===== config.mk =====
export PLATFORM = sky130hd
export DESIGN_NAME = controle_multiciclo_flat
export DESIGN_NICKNAME = d
export VERILOG_FILES = /design/src/rtl/controle_pkg.sv /design/src/rtl/controle_multiciclo_if.sv /design/src/rtl/controle_decod.sv /design/src/rtl/controle_multiciclo.sv /design/src/flat_wrapper.sv
export SDC_FILE = /design/constraint.sdc
export NUM_CORES = 1
export LEC_CHECK = 0
export CORE_UTILIZATION = 38
export CTS_BUF_LIST = sky130_fd_sc_hd__clkbuf_8
export DETAILED_ROUTE_END_ITERATION = 10
export PLACE_DENSITY = 0.87
export SLEW_MARGIN = 20
export SYNTH_ARGS = -nofsm -noshare
export SYNTH_HDL_FRONTEND = slang
export SYNTH_SLANG_ARGS = --single-unit
export TNS_END_PERCENT = 30

===== constraint.sdc =====
create_clock -name clk -period 1.6 [get_ports clk]
set_clock_uncertainty 0.15 [all_clocks]
set_input_delay 0.32 -clock clk [delete_from_list [all_inputs] [get_ports clk]]
set_output_delay 0.32 -clock clk [all_outputs]
set_load 0.05 [all_outputs]

===== src/rtl/controle_pkg.sv =====
// -----------------------------------------------------------------------------
// controle_pkg
// Shared constants and types for the multicycle RV32 control unit:
//   - opcode / funct3 / funct7 field values of the supported instructions
//   - ALUop encodings driven towards the ALU control
//   - state enum (values are visible on the estado debug port)
//   - instruction class enum latched in DECOD
// -----------------------------------------------------------------------------
package controle_pkg;

    localparam logic [6:0] OP_LOAD   = 7'b0000011;
    localparam logic [6:0] OP_STORE  = 7'b0100011;
    localparam logic [6:0] OP_R      = 7'b0110011;
    localparam logic [6:0] OP_IMM    = 7'b0010011;
    localparam logic [6:0] OP_BRANCH = 7'b1100011;

    localparam logic [2:0] F3_HALF = 3'b001;   // lh / sh
    localparam logic [2:0] F3_AND  = 3'b111;   // andi
    localparam logic [2:0] F3_SLL  = 3'b001;   // slli
    localparam logic [2:0] F3_BNE  = 3'b001;
    localparam logic [2:0] F3_BEQ  = 3'b000;

    localparam logic [6:0] F7_BASE = 7'b0000000;
    localparam logic [6:0] F7_ALT  = 7'b0100000;  // sub / sra

    localparam logic [1:0] ALU_ADD  = 2'b00;
    localparam logic [1:0] ALU_SUB  = 2'b01;
    localparam logic [1:0] ALU_FUNC = 2'b10;
    localparam logic [1:0] ALU_AND  = 2'b11;

    typedef enum logic [2:0] {
        ST_BUSCA = 3'd0,
        ST_DECOD = 3'd1,
        ST_EXEC  = 3'd2,
        ST_MEM   = 3'd3,
        ST_ESCR  = 3'd4,
        ST_FALHA = 3'd7
    } estado_t;

    // CL_NONE doubles as the reset value and the "illegal" marker.
    typedef enum logic [2:0] {
        CL_NONE  = 3'd0,
        CL_LOAD  = 3'd1,
        CL_STORE = 3'd2,
        CL_R     = 3'd3,
        CL_ANDI  = 3'd4,
        CL_SLLI  = 3'd5,
        CL_BNE   = 3'd6,
        CL_BEQ   = 3'd7
    } classe_t;

endpackage


===== src/rtl/controle_multiciclo_if.sv =====
// -----------------------------------------------------------------------------
// controle_multiciclo_if
// Shared memory port handshake between the control unit and the memory.
//   mem_req       request (controller -> memory)
//   sinal_leitura read strobe
//   sinal_escrita write strobe
//   mem_ack       transfer complete this cycle (memory -> controller)
// master = control unit, slave = memory side.
// -----------------------------------------------------------------------------
interface controle_multiciclo_if;
    logic mem_req;
    logic sinal_leitura;
    logic sinal_escrita;
    logic mem_ack;

    modport master (
        output mem_req,
        output sinal_leitura,
        output sinal_escrita,
        input  mem_ack
    );

    modport slave (
        input  mem_req,
        input  sinal_leitura,
        input  sinal_escrita,
        output mem_ack
    );
endinterface


===== src/rtl/controle_decod.sv =====
// -----------------------------------------------------------------------------
// controle_decod
// Combinational instruction classifier.
//   instr  in  32  instruction register contents
//   classe out     instruction class (CL_NONE when not supported)
//   ilegal out  1  instruction is not in the supported subset
// BRANCH_EQ = 0 makes beq decode as illegal.
// -----------------------------------------------------------------------------
module controle_decod
    import controle_pkg::*;
#(
    parameter int BRANCH_EQ = 1
) (
    input  logic [31:0] instr,
    output classe_t     classe,
    output logic        ilegal
);

    logic [6:0] opcode;
    logic [2:0] funct3;
    logic [6:0] funct7;

    assign opcode = instr[6:0];
    assign funct3 = instr[14:12];
    assign funct7 = instr[31:25];

    // Register/immediate fields do not affect classification.
    logic unused_campos;
    assign unused_campos = ^{instr[24:15], instr[11:7]};

    always_comb begin
        classe = CL_NONE;
        case (opcode)
            OP_LOAD:   if (funct3 == F3_HALF) classe = CL_LOAD;
            OP_STORE:  if (funct3 == F3_HALF) classe = CL_STORE;
            OP_R:      if (funct7 == F7_BASE || funct7 == F7_ALT) classe = CL_R;
            OP_IMM: begin
                // andi ignores funct7 (it is part of the immediate);
                // slli requires a zero upper shamt field.
                if (funct3 == F3_AND)
                    classe = CL_ANDI;
                else if (funct3 == F3_SLL && funct7 == F7_BASE)
                    classe = CL_SLLI;
            end
            OP_BRANCH: begin
                if (funct3 == F3_BNE)
                    classe = CL_BNE;
                else if (funct3 == F3_BEQ && BRANCH_EQ != 0)
                    classe = CL_BEQ;
            end
            default: ;
        endcase
    end

    assign ilegal = (classe == CL_NONE);

endmodule


===== src/rtl/controle_multiciclo.sv =====
// -----------------------------------------------------------------------------
// controle_multiciclo
// Multicycle main control unit (lh, sh, R-type, andi, slli, bne, beq).
// Sequences BUSCA -> DECOD -> EXEC -> [MEM] -> [ESCR] over a shared memory
// port with a req/ack handshake; a bounded wait counter traps a hung memory
// in the sticky FALHA state (left only through reset).
// Ports:
//   clk, reset          clock, synchronous active-high reset
//   instr               instruction register contents
//   zero                ALU zero flag (branch decision in EXEC)
//   mem (master)        mem_req / sinal_leitura / sinal_escrita / mem_ack
//   ir_escrita, pc_escrita, pc_src, ALUop, ALUSrc, reg_escrita, MemToReg
//                       datapath controls
//   falha               sticky fault indication
//   estado              current state (debug)
// ir_escrita / pc_escrita / pc_src react to mem_ack / zero in the same cycle;
// everything else depends only on state and latched class.
// -----------------------------------------------------------------------------
module controle_multiciclo
    import controle_pkg::*;
#(
    parameter int MEM_WAIT_MAX = 15,
    parameter int BRANCH_EQ    = 1
) (
    input  logic                        clk,
    input  logic                        reset,
    input  logic [31:0]                 instr,
    input  logic                        zero,
    controle_multiciclo_if.master       mem,
    output logic                        ir_escrita,
    output logic                        pc_escrita,
    output logic                        pc_src,
    output logic [1:0]                  ALUop,
    output logic                        ALUSrc,
    output logic                        reg_escrita,
    output logic                        MemToReg,
    output logic                        falha,
    output logic [2:0]                  estado
);

    localparam int            CW       = $clog2(MEM_WAIT_MAX + 1);
    localparam logic [CW-1:0] WAIT_LIM = CW'(MEM_WAIT_MAX);

    estado_t       state_q, state_d;
    classe_t       class_q, class_d;
    logic [CW-1:0] cnt_q,   cnt_d;

    classe_t dec_classe;
    logic    dec_ilegal;
    logic    mem_ack;
    logic    desvio_tomado;

    assign mem_ack = mem.mem_ack;

    controle_decod #(
        .BRANCH_EQ (BRANCH_EQ)
    ) u_decod (
        .instr  (instr),
        .classe (dec_classe),
        .ilegal (dec_ilegal)
    );

    assign desvio_tomado = (class_q == CL_BNE && !zero) ||
                           (class_q == CL_BEQ &&  zero);

    // Next state / class / wait counter.
    always_comb begin
        state_d = state_q;
        class_d = class_q;
        cnt_d   = cnt_q;
        case (state_q)
            ST_BUSCA: begin
                // An ack on the limit cycle still completes the fetch.
                if (mem_ack)
                    state_d = ST_DECOD;
                else if (cnt_q == WAIT_LIM)
                    state_d = ST_FALHA;
                else
                    cnt_d = cnt_q + CW'(1);
            end
            ST_DECOD: begin
                class_d = dec_classe;
                state_d = dec_ilegal ? ST_FALHA : ST_EXEC;
            end
            ST_EXEC: begin
                case (class_q)
                    CL_LOAD, CL_STORE: begin
                        state_d = ST_MEM;
                        cnt_d   = '0;
                    end
                    CL_R, CL_ANDI, CL_SLLI: state_d = ST_ESCR;
                    CL_BNE, CL_BEQ: begin
                        state_d = ST_BUSCA;
                        cnt_d   = '0;
                    end
                    default: state_d = ST_FALHA;
                endcase
            end
            ST_MEM: begin
                if (mem_ack) begin
                    if (class_q == CL_LOAD) begin
                        state_d = ST_ESCR;
                    end else begin
                        state_d = ST_BUSCA;
                        cnt_d   = '0;
                    end
                end else if (cnt_q == WAIT_LIM) begin
                    state_d = ST_FALHA;
                end else begin
                    cnt_d = cnt_q + CW'(1);
                end
            end
            ST_ESCR: begin
                state_d = ST_BUSCA;
                cnt_d   = '0;
            end
            ST_FALHA: state_d = ST_FALHA;
            default:  state_d = ST_FALHA;   // unused encodings 5/6
        endcase
    end

    always_ff @(posedge clk) begin
        if (reset) begin
            state_q <= ST_BUSCA;
            class_q <= CL_NONE;
            cnt_q   <= '0;
        end else begin
            state_q <= state_d;
            class_q <= class_d;
            cnt_q   <= cnt_d;
        end
    end

    // Output decode; reset masks everything during the reset cycle so an
    // in-flight access is aborted without a stray strobe.
    always_comb begin
        mem.mem_req       = 1'b0;
        mem.sinal_leitura = 1'b0;
        mem.sinal_escrita = 1'b0;
        ir_escrita        = 1'b0;
        pc_escrita        = 1'b0;
        pc_src            = 1'b0;
        ALUop             = ALU_ADD;
        ALUSrc            = 1'b0;
        reg_escrita       = 1'b0;
        MemToReg          = 1'b0;
        falha             = 1'b0;
        estado            = 3'd0;
        if (!reset) begin
            estado = state_q;
            case (state_q)
                ST_BUSCA: begin
                    mem.mem_req       = 1'b1;
                    mem.sinal_leitura = 1'b1;
                    ir_escrita        = mem_ack;
                    pc_escrita        = mem_ack;
                end
                ST_EXEC: begin
                    case (class_q)
                        CL_LOAD, CL_STORE: begin
                            ALUop  = ALU_ADD;
                            ALUSrc = 1'b1;
                        end
                        CL_R:    ALUop = ALU_FUNC;
                        CL_ANDI: begin
                            ALUop  = ALU_AND;
                            ALUSrc = 1'b1;
                        end
                        CL_SLLI: begin
                            ALUop  = ALU_FUNC;
                            ALUSrc = 1'b1;
                        end
                        CL_BNE, CL_BEQ: begin
                            ALUop      = ALU_SUB;
                            pc_escrita = desvio_tomado;
                            pc_src     = desvio_tomado;
                        end
                        default: ;
                    endcase
                end
                ST_MEM: begin
                    mem.mem_req       = 1'b1;
                    mem.sinal_leitura = (class_q == CL_LOAD);
                    mem.sinal_escrita = (class_q == CL_STORE);
                    ALUop             = ALU_ADD;
                    ALUSrc            = 1'b1;
                end
                ST_ESCR: begin
                    reg_escrita = 1'b1;
                    MemToReg    = (class_q == CL_LOAD);
                end
                ST_FALHA: falha = 1'b1;
                default: ;
            endcase
        end
    end

endmodule


===== src/flat_wrapper.sv =====
// flat-port wrapper written by rule: the top's interface ports become plain ports
module controle_multiciclo_flat import controle_pkg::*;
#(
    parameter int MEM_WAIT_MAX = 15,
    parameter int BRANCH_EQ    = 1
)
  (clk, reset, instr, zero, ir_escrita, pc_escrita, pc_src, ALUop, ALUSrc, reg_escrita, MemToReg, falha, estado, mem_mem_req, mem_sinal_leitura, mem_sinal_escrita, mem_mem_ack);
  controle_multiciclo_if mem_i ();
  input  logic clk;
  input  logic reset;
  input  logic [31:0] instr;
  input  logic zero;
  output logic ir_escrita;
  output logic pc_escrita;
  output logic pc_src;
  output logic [1:0] ALUop;
  output logic ALUSrc;
  output logic reg_escrita;
  output logic MemToReg;
  output logic falha;
  output logic [2:0] estado;
  output wire logic [$bits(mem_i.mem_req)-1:0] mem_mem_req;
  output wire logic [$bits(mem_i.sinal_leitura)-1:0] mem_sinal_leitura;
  output wire logic [$bits(mem_i.sinal_escrita)-1:0] mem_sinal_escrita;
  input wire logic [$bits(mem_i.mem_ack)-1:0] mem_mem_ack;
  assign mem_mem_req = mem_i.mem_req;
  assign mem_sinal_leitura = mem_i.sinal_leitura;
  assign mem_sinal_escrita = mem_i.sinal_escrita;
  assign mem_i.mem_ack = mem_mem_ack;
  controle_multiciclo #(.MEM_WAIT_MAX(MEM_WAIT_MAX), .BRANCH_EQ(BRANCH_EQ)) u_core (.clk(clk), .reset(reset), .instr(instr), .zero(zero), .mem(mem_i), .ir_escrita(ir_escrita), .pc_escrita(pc_escrita), .pc_src(pc_src), .ALUop(ALUop), .ALUSrc(ALUSrc), .reg_escrita(reg_escrita), .MemToReg(MemToReg), .falha(falha), .estado(estado));
endmodule

==> out/qor.txt <==
Status -> finished with violations
Failing checks -> negative setup slack
Placeable Area -> 2540 um2
Die height -> 54.6 um
Synth Warn # -> 0
Number of flops mapped to enable cells by yosys -> 0
CTS Buf Count -> 3
Synth Area in Adders -> 1.19%
Layout area overhead -> 107%
Psw -> 1130 uW
Syn_nets -> 175
Post-synthesis sequential area ratio -> 19.0%
DRC Markers -> 0
DP Wirelength -> 2800 um
Leakage -> 0.000820 uW
Synth Area in Simple Gates -> 34.6%
Pwr Total -> 2460 uW
Pwr Density -> 1130 nW/um2
Layout cell share with drive strength beyond 1 -> 51.4%
Sw Ratio -> 45.9%
Initial Util -> 41.3%
F_max -> 0.477 GHz
CTS Root Buffer Type -> clkbuf_8
Arrival @ worst endpoint -> 1620 ps
DIE AREA -> 2980 um2
Fin crit share -> 131%
DRT antenna net count -> 0
GP Congestion -> 0.882
CP Max Fanout -> 3
I/O Buffers -> 35
Slew HR -> 73.4%
Final hold viol count -> 0
Mux contribution to synthesized area -> 0.952%
Clk pwr share -> 13.3%
Final Max Slew Viols -> 0
CTS sink count -> 10
VDD IR max -> 1.14 mV
Initial DRC count -> 61
Seq cells post-synth -> 10
Critical Path Start Type -> flop
Xor and xnor area share after synthesis -> 2.50%
Endpoint class of the critical path -> primary output
CP required -> 1130 ps
Worst-margin pin slew -> 399 ps
Fraction of the mapped netlist area in compound gates -> 30.8%
First-pass GRT wire length -> 6930 um
Yosys cell types -> 55
Fin worst setup slack -> -495 ps
Post-place setup slack -> -655 ps
TNS Setup -> -6800 ps
Antenna violations before repair -> 0
Initial DRT Pass Iterations -> 4
CTS tree -> yes
Combinational family with the most area after synthesis -> simple AND/OR/NAND/NOR gates
DRT Wirelength -> 4620 um
Io pins -> 51
Minimum clock period after layout -> 2090 ps
RSZ-0062 raised after global routing -> yes
Vias/cell -> 6.21
# setup viols final -> 24
Total gr overflow -> 0
Critical path type -> reg -> out
Synthesized area -> 1050 um2
Pin count of the biggest net entering global routing -> 19
Avg Cell Area, Syn -> 7.62 um2
Post-synthesis async set-or-reset flop share -> 0%
H-Tree Level Count -> 1
Rows -> 18
Antenna diodes -> 0
Vias -> 1,491
Syn Inst Count -> 138
P_int -> 1330 uW
Main synth FF type -> dfxtp_1
Clk_lat worst skew -> 240 ps
Sequential power share -> 14.4%
Drt wl/cell -> 19.2 um
Die width -> 54.6 um
Comb pwr share -> 72.2%
Nets -> 248
Max clock buf depth -> 2
Hold Path Class -> reg -> reg
Max-Cap Viols -> 0
Total GRT Usage -> 32.2%
Vias in the first global route -> 1,469
Clock transition at the registers of the reported paths -> 50 ps
-- per-stage QoR --
stage	utilization [%]	area (um2)	hold slack [ps]	std cells
2_1_floorplan	-	1190	335	138
3_3_place_gp	75.3	1920	362	232
3_5_place_dp	75.3	1920	401	232
4_1_cts	83.5	2130	410	240
5_1_grt	85.5	2180	444	240
6_report	85.5	2180	418	240
-- layer usage --
metal  vias to the layer above  wire length, um  track usage [%]
met5                         -                0                0
met4                         0              178             18.4
met3                        20              210             6.11
met2                        82             2430             54.2
met1                       719             1800             37.4
li1                        670                -                -
-- critical path: stages (launching register included) --
cell,delay [ps]
dfxtp_4,360
or3b_4,400
buf_6,140
nor2_4,90
nand2_4,90
o21bai_4,170
buf_12,150
-- state kept, by name, indices dropped and copies added (netlist names) --
name            flops
u_core.cnt_q        4
u_core.class_q      3
u_core.state_q      3
-- power by group through the flow --
stage / clock [uW] / sequential [uW] / combinational (uW)
finish: 328 / 354 / 1770
global route: 332 / 356 / 1880
CTS: 323 / 341 / 1600
detailed placement: 0 / 343 / 1420
global placement: 0 / 341 / 1370
floorplan: 0 / 338 / 915
-- path summary, 6_finish.rpt --
path	slack [ps]	from	end	cells past startpoint
worst max-delay path	-490	u_core.state_q[1]$_SDFF_PP0_	pc_escrita	6
worst min register to register	420	u_core.cnt_q[2]$_SDFFE_PP0P_	u_core.cnt_q[2]$_SDFFE_PP0P_	2
worst min-delay path	420	u_core.cnt_q[2]$_SDFFE_PP0P_	u_core.cnt_q[2]$_SDFFE_PP0P_	2
worst max register to register	-230	u_core.state_q[1]$_SDFF_PP0_	u_core.cnt_q[2]$_SDFFE_PP0P_	6
-- area by class of cell --
cell class	instances	area (um2)
multi-input cells	109	988
repair buffers	78	853
fillers	114	368
flip-flops and latches	10	209
clock buffers	4	55.1
well taps	30	37.5
inverters	9	33.8
-- layout by cell type (no fill, tap or decap), types with 2 or more instances in the layout --
| cell type | count |
|---|---|
| clkbuf_8 | 4 |
| dfxtp_2 | 4 |
| nor2_4 | 4 |
| or4b_1 | 2 |
| o211ai_1 | 5 |
| o31ai_1 | 2 |
| buf_6 | 5 |
| clkdlybuf4s50_1 | 18 |
| inv_1 | 8 |
| buf_4 | 37 |
| nand2_1 | 9 |
| dfxtp_1 | 5 |
| nand3b_1 | 2 |
| nor2_1 | 2 |
| a21oi_1 | 5 |
| xnor2_1 | 2 |
| buf_12 | 16 |
| a21oi_4 | 2 |
| o22ai_1 | 3 |
| nor3_4 | 2 |
| nor2_2 | 2 |
| a31oi_1 | 2 |
| nor2b_1 | 5 |
| and3_1 | 2 |
| nor4_2 | 2 |
| nand3_1 | 3 |
| o21ai_0 | 5 |
| o22ai_2 | 2 |
| nand2b_1 | 2 |
| nand2b_4 | 2 |
| or4b_4 | 2 |
| o2bb2ai_1 | 2 |
-- logic make-up (layout without fill, tap and decap cells) --
logic type / Yosys count / after routing
simple gates: 59 / 59
compound gates: 45 / 45
buf+inv: 19 / 91
flops: 10 / 10
xor+xnor: 3 / 3
fa+ha+maj: 1 / 1
mux: 1 / 1
-- synth_stat cells, types with 3 or more instances --
master / instances / share of area, %
dfxtp_1: 10 / 19
nand2_1: 10 / 3.6
inv_1: 9 / 3.2
a21oi_1: 8 / 3.8
nor2_1: 8 / 2.9
nor2b_1: 6 / 3.6
o211ai_1: 5 / 3.6
o21ai_0: 5 / 2.4
o22ai_1: 5 / 3.0
buf_6: 4 / 4.3
nand2b_1: 4 / 2.4
nor3_1: 4 / 1.9
clkbuf_1: 3 / 1.1
nand3_1: 3 / 1.4
or4b_1: 3 / 2.9
-- what timing repair did --
item	in CTS	in global routing
hold buffers	0	0
gates resized for setup	34	11
setup endpoints to repair	25	25
buffers inserted	4	0
hold endpoints to repair	0	0
pin swaps	13	11
No activity file was read; power rests on OpenSTA's default activity.
